==> config.mk <==
export PLATFORM = sky130hd
export DESIGN_NAME = shell_fire_controller_flat
export DESIGN_NICKNAME = d
export VERILOG_FILES = /design/src/rtl/tank_pkg.sv /design/src/rtl/shell_fire_controller_if.sv /design/src/rtl/shell_fire_controller_slot.sv /design/src/rtl/shell_fire_controller.sv /design/src/flat_wrapper.sv
export SDC_FILE = /design/constraint.sdc
export NUM_CORES = 1
export LEC_CHECK = 0
export CAP_MARGIN = 5
export CORE_UTILIZATION = 51
export DETAILED_ROUTE_END_ITERATION = 12
export PLACE_DENSITY_LB_ADDON = 0.3
export SYNTH_ARGS = -nofsm -noshare
export SYNTH_HDL_FRONTEND = slang
export SYNTH_SLANG_ARGS = --single-unit
==> constraint.sdc <==
create_clock -name frame_clk -period 3.65 [get_ports frame_clk]
set_input_delay 0.73 -clock frame_clk [delete_from_list [all_inputs] [get_ports frame_clk]]
set_output_delay 0.73 -clock frame_clk [all_outputs]
set_load 0.005 [all_outputs]
==> src/rtl/tank_pkg.sv <==
// Shared tank-game types: facing direction, screen coordinates and screen limits.
package tank_pkg;

    typedef enum logic [1:0] {
        DIR_LEFT  = 2'b00,
        DIR_RIGHT = 2'b01,
        DIR_DOWN  = 2'b10,
        DIR_UP    = 2'b11
    } dir_t;

    typedef logic [9:0] coord_t;

    localparam int X_MAX = 639;
    localparam int Y_MAX = 479;

endpackage

==> src/rtl/shell_fire_controller_if.sv <==
// Player-side and renderer-side signals of the shell fire controller.
interface shell_fire_controller_if #(
    parameter int NUM_SHELLS = 4
);
    import tank_pkg::*;

    // Handshake: fire_req is a level per player; fire_grant[p] is a one-frame
    // pulse on the edge the shot took a slot. A level held high fires only once.
    logic [1:0]              fire_req;
    coord_t                  p0_barrel_x;
    coord_t                  p0_barrel_y;
    logic [1:0]              p0_dir;
    coord_t                  p1_barrel_x;
    coord_t                  p1_barrel_y;
    logic [1:0]              p1_dir;

    logic [NUM_SHELLS-1:0]    shell_active;
    logic [10*NUM_SHELLS-1:0] shell_x;
    logic [10*NUM_SHELLS-1:0] shell_y;
    logic [NUM_SHELLS-1:0]    shell_owner;
    logic [1:0]               fire_grant;
    logic [1:0]               cooldown_busy;

    modport master (
        output fire_req, p0_barrel_x, p0_barrel_y, p0_dir,
               p1_barrel_x, p1_barrel_y, p1_dir,
        input  shell_active, shell_x, shell_y, shell_owner,
               fire_grant, cooldown_busy
    );

    modport slave (
        input  fire_req, p0_barrel_x, p0_barrel_y, p0_dir,
               p1_barrel_x, p1_barrel_y, p1_dir,
        output shell_active, shell_x, shell_y, shell_owner,
               fire_grant, cooldown_busy
    );

endinterface

==> src/rtl/shell_fire_controller_slot.sv <==
// One shell slot: loads on spawn, steps each frame, retires at the screen edge.
module shell_slot
    import tank_pkg::*;
#(
    parameter int SHELL_SPEED = 4,
    parameter int X_LIMIT     = X_MAX,
    parameter int Y_LIMIT     = Y_MAX
) (
    input  logic   frame_clk,
    input  logic   Reset,
    input  logic   spawn,
    input  coord_t spawn_x,
    input  coord_t spawn_y,
    input  dir_t   spawn_dir,
    input  logic   spawn_owner,
    output logic   active,
    output coord_t x,
    output coord_t y,
    output logic   owner
);

    localparam coord_t      STEP    = coord_t'(SHELL_SPEED);
    localparam logic [10:0] STEP_W  = 11'(SHELL_SPEED);
    localparam logic [10:0] X_LIM_W = 11'(X_LIMIT);
    localparam logic [10:0] Y_LIM_W = 11'(Y_LIMIT);

    dir_t        dir;
    logic [10:0] x_fwd;
    logic [10:0] y_fwd;

    // One extra bit so a step past the right/bottom edge cannot wrap.
    assign x_fwd = {1'b0, x} + STEP_W;
    assign y_fwd = {1'b0, y} + STEP_W;

    always_ff @(posedge frame_clk or posedge Reset) begin
        if (Reset) begin
            active <= 1'b0;
            x      <= '0;
            y      <= '0;
            dir    <= DIR_LEFT;
            owner  <= 1'b0;
        end else if (spawn) begin
            active <= 1'b1;
            x      <= spawn_x;
            y      <= spawn_y;
            dir    <= spawn_dir;
            owner  <= spawn_owner;
        end else if (active) begin
            case (dir)
                DIR_LEFT:  if (x < STEP)         active <= 1'b0; else x <= x - STEP;
                DIR_RIGHT: if (x_fwd > X_LIM_W)  active <= 1'b0; else x <= x_fwd[9:0];
                DIR_UP:    if (y < STEP)         active <= 1'b0; else y <= y - STEP;
                DIR_DOWN:  if (y_fwd > Y_LIM_W)  active <= 1'b0; else y <= y_fwd[9:0];
            endcase
        end
    end

endmodule

==> src/rtl/shell_fire_controller.sv <==
// Per-frame shell scheduler: edge-detects fire buttons, arbitrates free slots
// between two players with cooldown, and drives the shared slot array.
module shell_fire_controller #(
    parameter int NUM_SHELLS      = 4,
    parameter int SHELL_SPEED     = 4,
    parameter int COOLDOWN_FRAMES = 15,
    parameter int X_MAX           = tank_pkg::X_MAX,
    parameter int Y_MAX           = tank_pkg::Y_MAX
) (
    input  logic                    frame_clk,
    input  logic                    Reset,
    shell_fire_controller_if.slave  bus
);
    import tank_pkg::coord_t;
    import tank_pkg::dir_t;

    localparam int CW = $clog2(COOLDOWN_FRAMES + 1);
    localparam int SW = $clog2(NUM_SHELLS);

    logic [1:0]            fire_req_q;
    logic [1:0]            pending;
    logic [CW-1:0]         cooldown [2];
    logic                  rr_ptr;
    logic [1:0]            fire_grant_q;

    logic [1:0]            eligible;
    logic [1:0]            grant;
    logic                  rr_flip;
    logic [NUM_SHELLS-1:0] free_slots;
    logic                  found0, found1;
    logic [SW-1:0]         idx0, idx1;
    logic [SW-1:0]         slot_p0, slot_p1;
    logic [NUM_SHELLS-1:0] spawn;
    logic [NUM_SHELLS-1:0] spawn_owner;

    logic [NUM_SHELLS-1:0] slot_active;
    logic [NUM_SHELLS-1:0] slot_owner;
    coord_t                slot_x [NUM_SHELLS];
    coord_t                slot_y [NUM_SHELLS];

    assign eligible[0] = pending[0] & (cooldown[0] == '0);
    assign eligible[1] = pending[1] & (cooldown[1] == '0);
    // Slots retiring on this edge stay unavailable until the next frame.
    assign free_slots  = ~slot_active;

    always_comb begin
        found0 = 1'b0;
        found1 = 1'b0;
        idx0   = '0;
        idx1   = '0;
        for (int i = 0; i < NUM_SHELLS; i++) begin
            if (free_slots[i]) begin
                if (!found0) begin
                    found0 = 1'b1;
                    idx0   = SW'(i);
                end else if (!found1) begin
                    found1 = 1'b1;
                    idx1   = SW'(i);
                end
            end
        end
    end

    always_comb begin
        grant   = 2'b00;
        slot_p0 = idx0;
        slot_p1 = idx0;
        rr_flip = 1'b0;
        case (eligible)
            2'b01: grant[0] = found0;
            2'b10: grant[1] = found0;
            2'b11: begin
                if (found1) begin
                    grant   = 2'b11;
                    slot_p1 = idx1;
                end else if (found0) begin
                    // Single contested slot: pointer's player wins, pointer flips.
                    rr_flip = 1'b1;
                    if (rr_ptr) grant[1] = 1'b1;
                    else        grant[0] = 1'b1;
                end
            end
            default: ;
        endcase
    end

    always_comb begin
        spawn       = '0;
        spawn_owner = '0;
        for (int i = 0; i < NUM_SHELLS; i++) begin
            spawn[i]       = (grant[0] && (slot_p0 == SW'(i))) ||
                             (grant[1] && (slot_p1 == SW'(i)));
            spawn_owner[i] = grant[1] && (slot_p1 == SW'(i));
        end
    end

    always_ff @(posedge frame_clk or posedge Reset) begin
        if (Reset) begin
            fire_req_q   <= 2'b00;
            pending      <= 2'b00;
            cooldown[0]  <= '0;
            cooldown[1]  <= '0;
            rr_ptr       <= 1'b0;
            fire_grant_q <= 2'b00;
        end else begin
            fire_req_q   <= bus.fire_req;
            pending      <= bus.fire_req & (~fire_req_q | (pending & ~grant));
            rr_ptr       <= rr_flip ? ~rr_ptr : rr_ptr;
            fire_grant_q <= grant;
            for (int p = 0; p < 2; p++) begin
                if (grant[p])                cooldown[p] <= CW'(COOLDOWN_FRAMES);
                else if (cooldown[p] != '0)  cooldown[p] <= cooldown[p] - 1'b1;
            end
        end
    end

    for (genvar i = 0; i < NUM_SHELLS; i++) begin : g_slot
        shell_slot #(
            .SHELL_SPEED (SHELL_SPEED),
            .X_LIMIT     (X_MAX),
            .Y_LIMIT     (Y_MAX)
        ) u_slot (
            .frame_clk   (frame_clk),
            .Reset       (Reset),
            .spawn       (spawn[i]),
            .spawn_x     (spawn_owner[i] ? bus.p1_barrel_x : bus.p0_barrel_x),
            .spawn_y     (spawn_owner[i] ? bus.p1_barrel_y : bus.p0_barrel_y),
            .spawn_dir   (spawn_owner[i] ? dir_t'(bus.p1_dir) : dir_t'(bus.p0_dir)),
            .spawn_owner (spawn_owner[i]),
            .active      (slot_active[i]),
            .x           (slot_x[i]),
            .y           (slot_y[i]),
            .owner       (slot_owner[i])
        );
    end

    always_comb begin
        bus.shell_x = '0;
        bus.shell_y = '0;
        for (int i = 0; i < NUM_SHELLS; i++) begin
            bus.shell_x[10*i +: 10] = slot_x[i];
            bus.shell_y[10*i +: 10] = slot_y[i];
        end
    end

    assign bus.shell_active     = slot_active;
    assign bus.shell_owner      = slot_owner;
    assign bus.fire_grant       = fire_grant_q;
    assign bus.cooldown_busy[0] = (cooldown[0] != '0);
    assign bus.cooldown_busy[1] = (cooldown[1] != '0);

endmodule

==> src/flat_wrapper.sv <==
// flat-port wrapper written by rule: the top's interface ports become plain ports
module shell_fire_controller_flat import tank_pkg::coord_t; import tank_pkg::dir_t;
#(
    parameter int NUM_SHELLS      = 4,
    parameter int SHELL_SPEED     = 4,
    parameter int COOLDOWN_FRAMES = 15,
    parameter int X_MAX           = tank_pkg::X_MAX,
    parameter int Y_MAX           = tank_pkg::Y_MAX
)
  (frame_clk, Reset, bus_fire_req, bus_p0_barrel_x, bus_p0_barrel_y, bus_p0_dir, bus_p1_barrel_x, bus_p1_barrel_y, bus_p1_dir, bus_shell_active, bus_shell_x, bus_shell_y, bus_shell_owner, bus_fire_grant, bus_cooldown_busy);
  shell_fire_controller_if #(.NUM_SHELLS(NUM_SHELLS)) bus_i ();
  input  logic frame_clk;
  input  logic Reset;
  input wire logic [$bits(bus_i.fire_req)-1:0] bus_fire_req;
  input wire logic [$bits(bus_i.p0_barrel_x)-1:0] bus_p0_barrel_x;
  input wire logic [$bits(bus_i.p0_barrel_y)-1:0] bus_p0_barrel_y;
  input wire logic [$bits(bus_i.p0_dir)-1:0] bus_p0_dir;
  input wire logic [$bits(bus_i.p1_barrel_x)-1:0] bus_p1_barrel_x;
  input wire logic [$bits(bus_i.p1_barrel_y)-1:0] bus_p1_barrel_y;
  input wire logic [$bits(bus_i.p1_dir)-1:0] bus_p1_dir;
  output wire logic [$bits(bus_i.shell_active)-1:0] bus_shell_active;
  output wire logic [$bits(bus_i.shell_x)-1:0] bus_shell_x;
  output wire logic [$bits(bus_i.shell_y)-1:0] bus_shell_y;
  output wire logic [$bits(bus_i.shell_owner)-1:0] bus_shell_owner;
  output wire logic [$bits(bus_i.fire_grant)-1:0] bus_fire_grant;
  output wire logic [$bits(bus_i.cooldown_busy)-1:0] bus_cooldown_busy;
  assign bus_i.fire_req = bus_fire_req;
  assign bus_i.p0_barrel_x = bus_p0_barrel_x;
  assign bus_i.p0_barrel_y = bus_p0_barrel_y;
  assign bus_i.p0_dir = bus_p0_dir;
  assign bus_i.p1_barrel_x = bus_p1_barrel_x;
  assign bus_i.p1_barrel_y = bus_p1_barrel_y;
  assign bus_i.p1_dir = bus_p1_dir;
  assign bus_shell_active = bus_i.shell_active;
  assign bus_shell_x = bus_i.shell_x;
  assign bus_shell_y = bus_i.shell_y;
  assign bus_shell_owner = bus_i.shell_owner;
  assign bus_fire_grant = bus_i.fire_grant;
  assign bus_cooldown_busy = bus_i.cooldown_busy;
  shell_fire_controller #(.NUM_SHELLS(NUM_SHELLS), .SHELL_SPEED(SHELL_SPEED), .COOLDOWN_FRAMES(COOLDOWN_FRAMES), .X_MAX(X_MAX), .Y_MAX(Y_MAX)) u_core (.frame_clk(frame_clk), .Reset(Reset), .bus(bus_i));
endmodule
==> flow_summary.toml, run 1 <==
[synthesis]
synth-seq-cells = 111
synth_top_area_cell = "dfrtp_1"
synth_compound_area_share_pct = 21.8
synth_top_family_by_area = "simple AND/OR/NAND/NOR gates"
syn_area_um2 = 9320
synth.avg_cell_area_um2 = 8.07
syn_nets = 1236
synthTopCellsByArea = "dfrtp_1, nand2_1, ha_1"
synth_edf_count = 0
synth-simple-area-share_pct = 27.6
synth.yosys.seq_area_share_pct = 29.8
synth_top_cells_by_count = "nand2_1, dfrtp_1, nor2_1"
synth_cell_type_count = 88
synth_flop_cell = "dfrtp_1"
async_reset_ff_share_pct = 100
ys.warnings.count = 0
synth.area.mux_share_pct = 5.70
synthAdderAreaFrac_pct = 4.43
synth_top_area_share_pct = 29.8
synthCells = 1155
yosysMostFrequentCell = "nand2_1"
yosys.area_share.xor_xnor_pct = 4.51

[clock_network]
clk_path_buf_depth = 2
cts_tree = "done"
cts_sinks = 111
cts_root_buf = "clkbuf_16"
post_cts_buffers = 0
cts_buffers = 9
clk_latency_ns = 0.37
ctsHoldBuffers = 0
clkTransAtPathRegs_ns = 0.08
postCtsResizedCells = 0
htreeDepth = 3

[placed_design]
pre_cts_ws_ns = 0.520
hpwl_um = 22300
routabilityCongestion = 0.953
dp.cells = 1453
numPortBuffers = 139

[die]
coreArea_um2 = 17900
num_rows = 49
dieWidth_um = 137
die-area_um2 = 18800
start_util_pct = 52.0
io_pins = 140
fp.dieH_um = 137

[routing]
vias = 9425
drt_wl_total_um = 31400
drt-wirelength-per-cell_um = 21.4
antenna_left = 0
drt_iter0_drc = 986
route.detailed.vias_per_inst = 6.41
dr.pass1.iters = 9
drc = 4

[global_routing]
antenna_found_initial = 0
grt_max_degree = 112
grt_overflow_total = 0
grt_pass1_vias = 8410
track_usage_pct = 34.2
grt_pass1_wl_um = 47900

[timing]
fin_setup_tns_ns = 0
drv_slew = 0
finClkSkew_ns = 0.0125
period_needed_ns = 3.20
setup_ws_ns = 0.455
setup-violations-final = 0
fin_crit_sh_pct = 87.5
rsz0062_at_grt = "no"
relSlewSlack_pct = 39.9
max_freq_mhz = 313
hold_viol_final = 0
worstMarginPinSlew_ns = 0.901

[setup_path]
path_cells = "inv_1 > ha_1 > nand2b_1 > a21oi_1 > o21ai_1 > nand2b_1 > buf_4 > mux2i_1 > o21ai_0"
cp-end-kind = "register"
critPathMaxFanout = 14
cp.arrival_ns = 3.47
cpMaxStageDelayCell = "o21ai_1"
path_class = "reg -> reg"
crit_top_cell = "nand2b_1"
critPathLaunchType = "register"
required_ns = 3.92
reg2reg_slack_ns = 0.45
slowest_delay_ns = 0.60

[pwr]
p_leak_uw = 0.00454
p_per_area_nw_per_um2 = 655
peakVddDrop_mv = 0.404

[run]
cap_violations = 0

[worst_hold_path]
hp-class = "reg -> reg"

[outcome]
violations = "design-rule violations"
status = "finished, violations left"

[finish]
stdcell_count = 1470
drive_gt1_share_pct = 5.56
area_growth_pct = 18.7
layout.nets = 1316
registers in the layout (all words and copies together) (netlist names):
name,cells
u_core.g_slot.u_slot.x,40
u_core.g_slot.u_slot.y,40
u_core.cooldown,8
u_core.g_slot.u_slot.dir,8
u_core.g_slot.u_slot.active,4
u_core.g_slot.u_slot.owner,4
u_core.bus.fire_grant,2
u_core.fire_req_q,2
u_core.pending,2
u_core.rr_ptr,1
cells by family (layout without fill, tap and decap cells):
family / after synthesis / in the layout
simple gates: 500 / 500
other cells: 0 / 1
buf+inv: 129 / 214
flops: 111 / 111
mux: 51 / 51
fa+ha+maj: 33 / 33
xor+xnor: 48 / 48
compound gates: 283 / 283
layout make-up:
type	instances	area [um2]
Fill cell	1599	6850
Multi-Input combinational cell	915	5980
Sequential cell	111	2780
Timing Repair Buffer	160	1590
Tap cell	229	287
Clock buffer	11	233
Inverter	38	146
Clock inverter	5	42.5
Antenna cell	1	2.50
power by group:
part | switching, uW | total (uW) | internal (uW)
combinational | 1740 | 3690 | 1960
sequential | 927 | 2580 | 1650
clock | 499 | 970 | 471
critical path: cells and delay by family, from the launching register on:
kind | cells | cell delay [ns]
AND/OR/NAND/NOR | 2 | 0.71
buffers and inverters | 2 | 0.56
AO/OA/AOI/OAI | 3 | 0.95
multiplexers | 1 | 0.13
adder cells (fa/ha/maj) | 1 | 0.24
flip-flops | 1 | 0.48
metal layers:
layer	track usage [%]	up-vias	part of all wire [%]
met5	0	-	0
met4	17.1	0	5.1
met3	6.89	86	9.0
met2	51.5	454	44
met1	46.4	4497	42
li1	-	4388	-
final timing paths:
kind,startpoint,end,cells past startpoint
max,u_core.g_slot[1].u_slot.active,u_core.g_slot[0].u_slot.y[1],9
min,u_core.fire_req_q[1],u_core.pending[1],1
max reg2reg,u_core.g_slot[1].u_slot.active,u_core.g_slot[0].u_slot.y[1],9
min reg2reg,u_core.fire_req_q[1],u_core.pending[1],1
max in group asynchronous,Reset,u_core.g_slot[0].u_slot.x[3],3
min in group asynchronous,Reset,u_core.g_slot[2].u_slot.y[8],3
through the flow:
step / instance area [um2] / total power [uW] / hold WS, ns / utilization [%]
6_report: 11100 / 7240 / 0.431 / 61.8
5_1_grt: 11100 / 7780 / 0.448 / 61.7
4_1_cts: 11100 / 7200 / 0.437 / 61.7
3_5_place_dp: 10800 / 6220 / 0.432 / 60.2
3_3_place_gp: 10800 / 6140 / 0.418 / 60.2
2_1_floorplan: 9320 / 4790 / 0.404 / -
cell usage in the layout, fill, tap and decap left out, drive strengths merged, types with 9 or more instances in the layout:
master,count
a31oi,16
a211o,15
or3,13
a32o,9
buf,21
and2,10
nor2,95
o31ai,31
ha,33
nor3,31
o211ai,9
and4,11
nand3,31
nand2,165
nor4,12
nand4,26
clkbuf,11
mux2,13
nand2b,18
clkdlybuf4s50,139
inv,38
and3,19
xnor2,33
a211oi,17
a2111oi,9
dfrtp,111
xor2,15
mux2i,38
nor2b,19
o21ai,58
a21oi,30
(Power assumes the default switching activity.)
==> run 2, diff against run 1 <==
Settings changed: CTS_CLUSTER_SIZE set to 30.
==> results of run 2 <==
No change in the layout: final DEF, timing and power equal those of run 1.
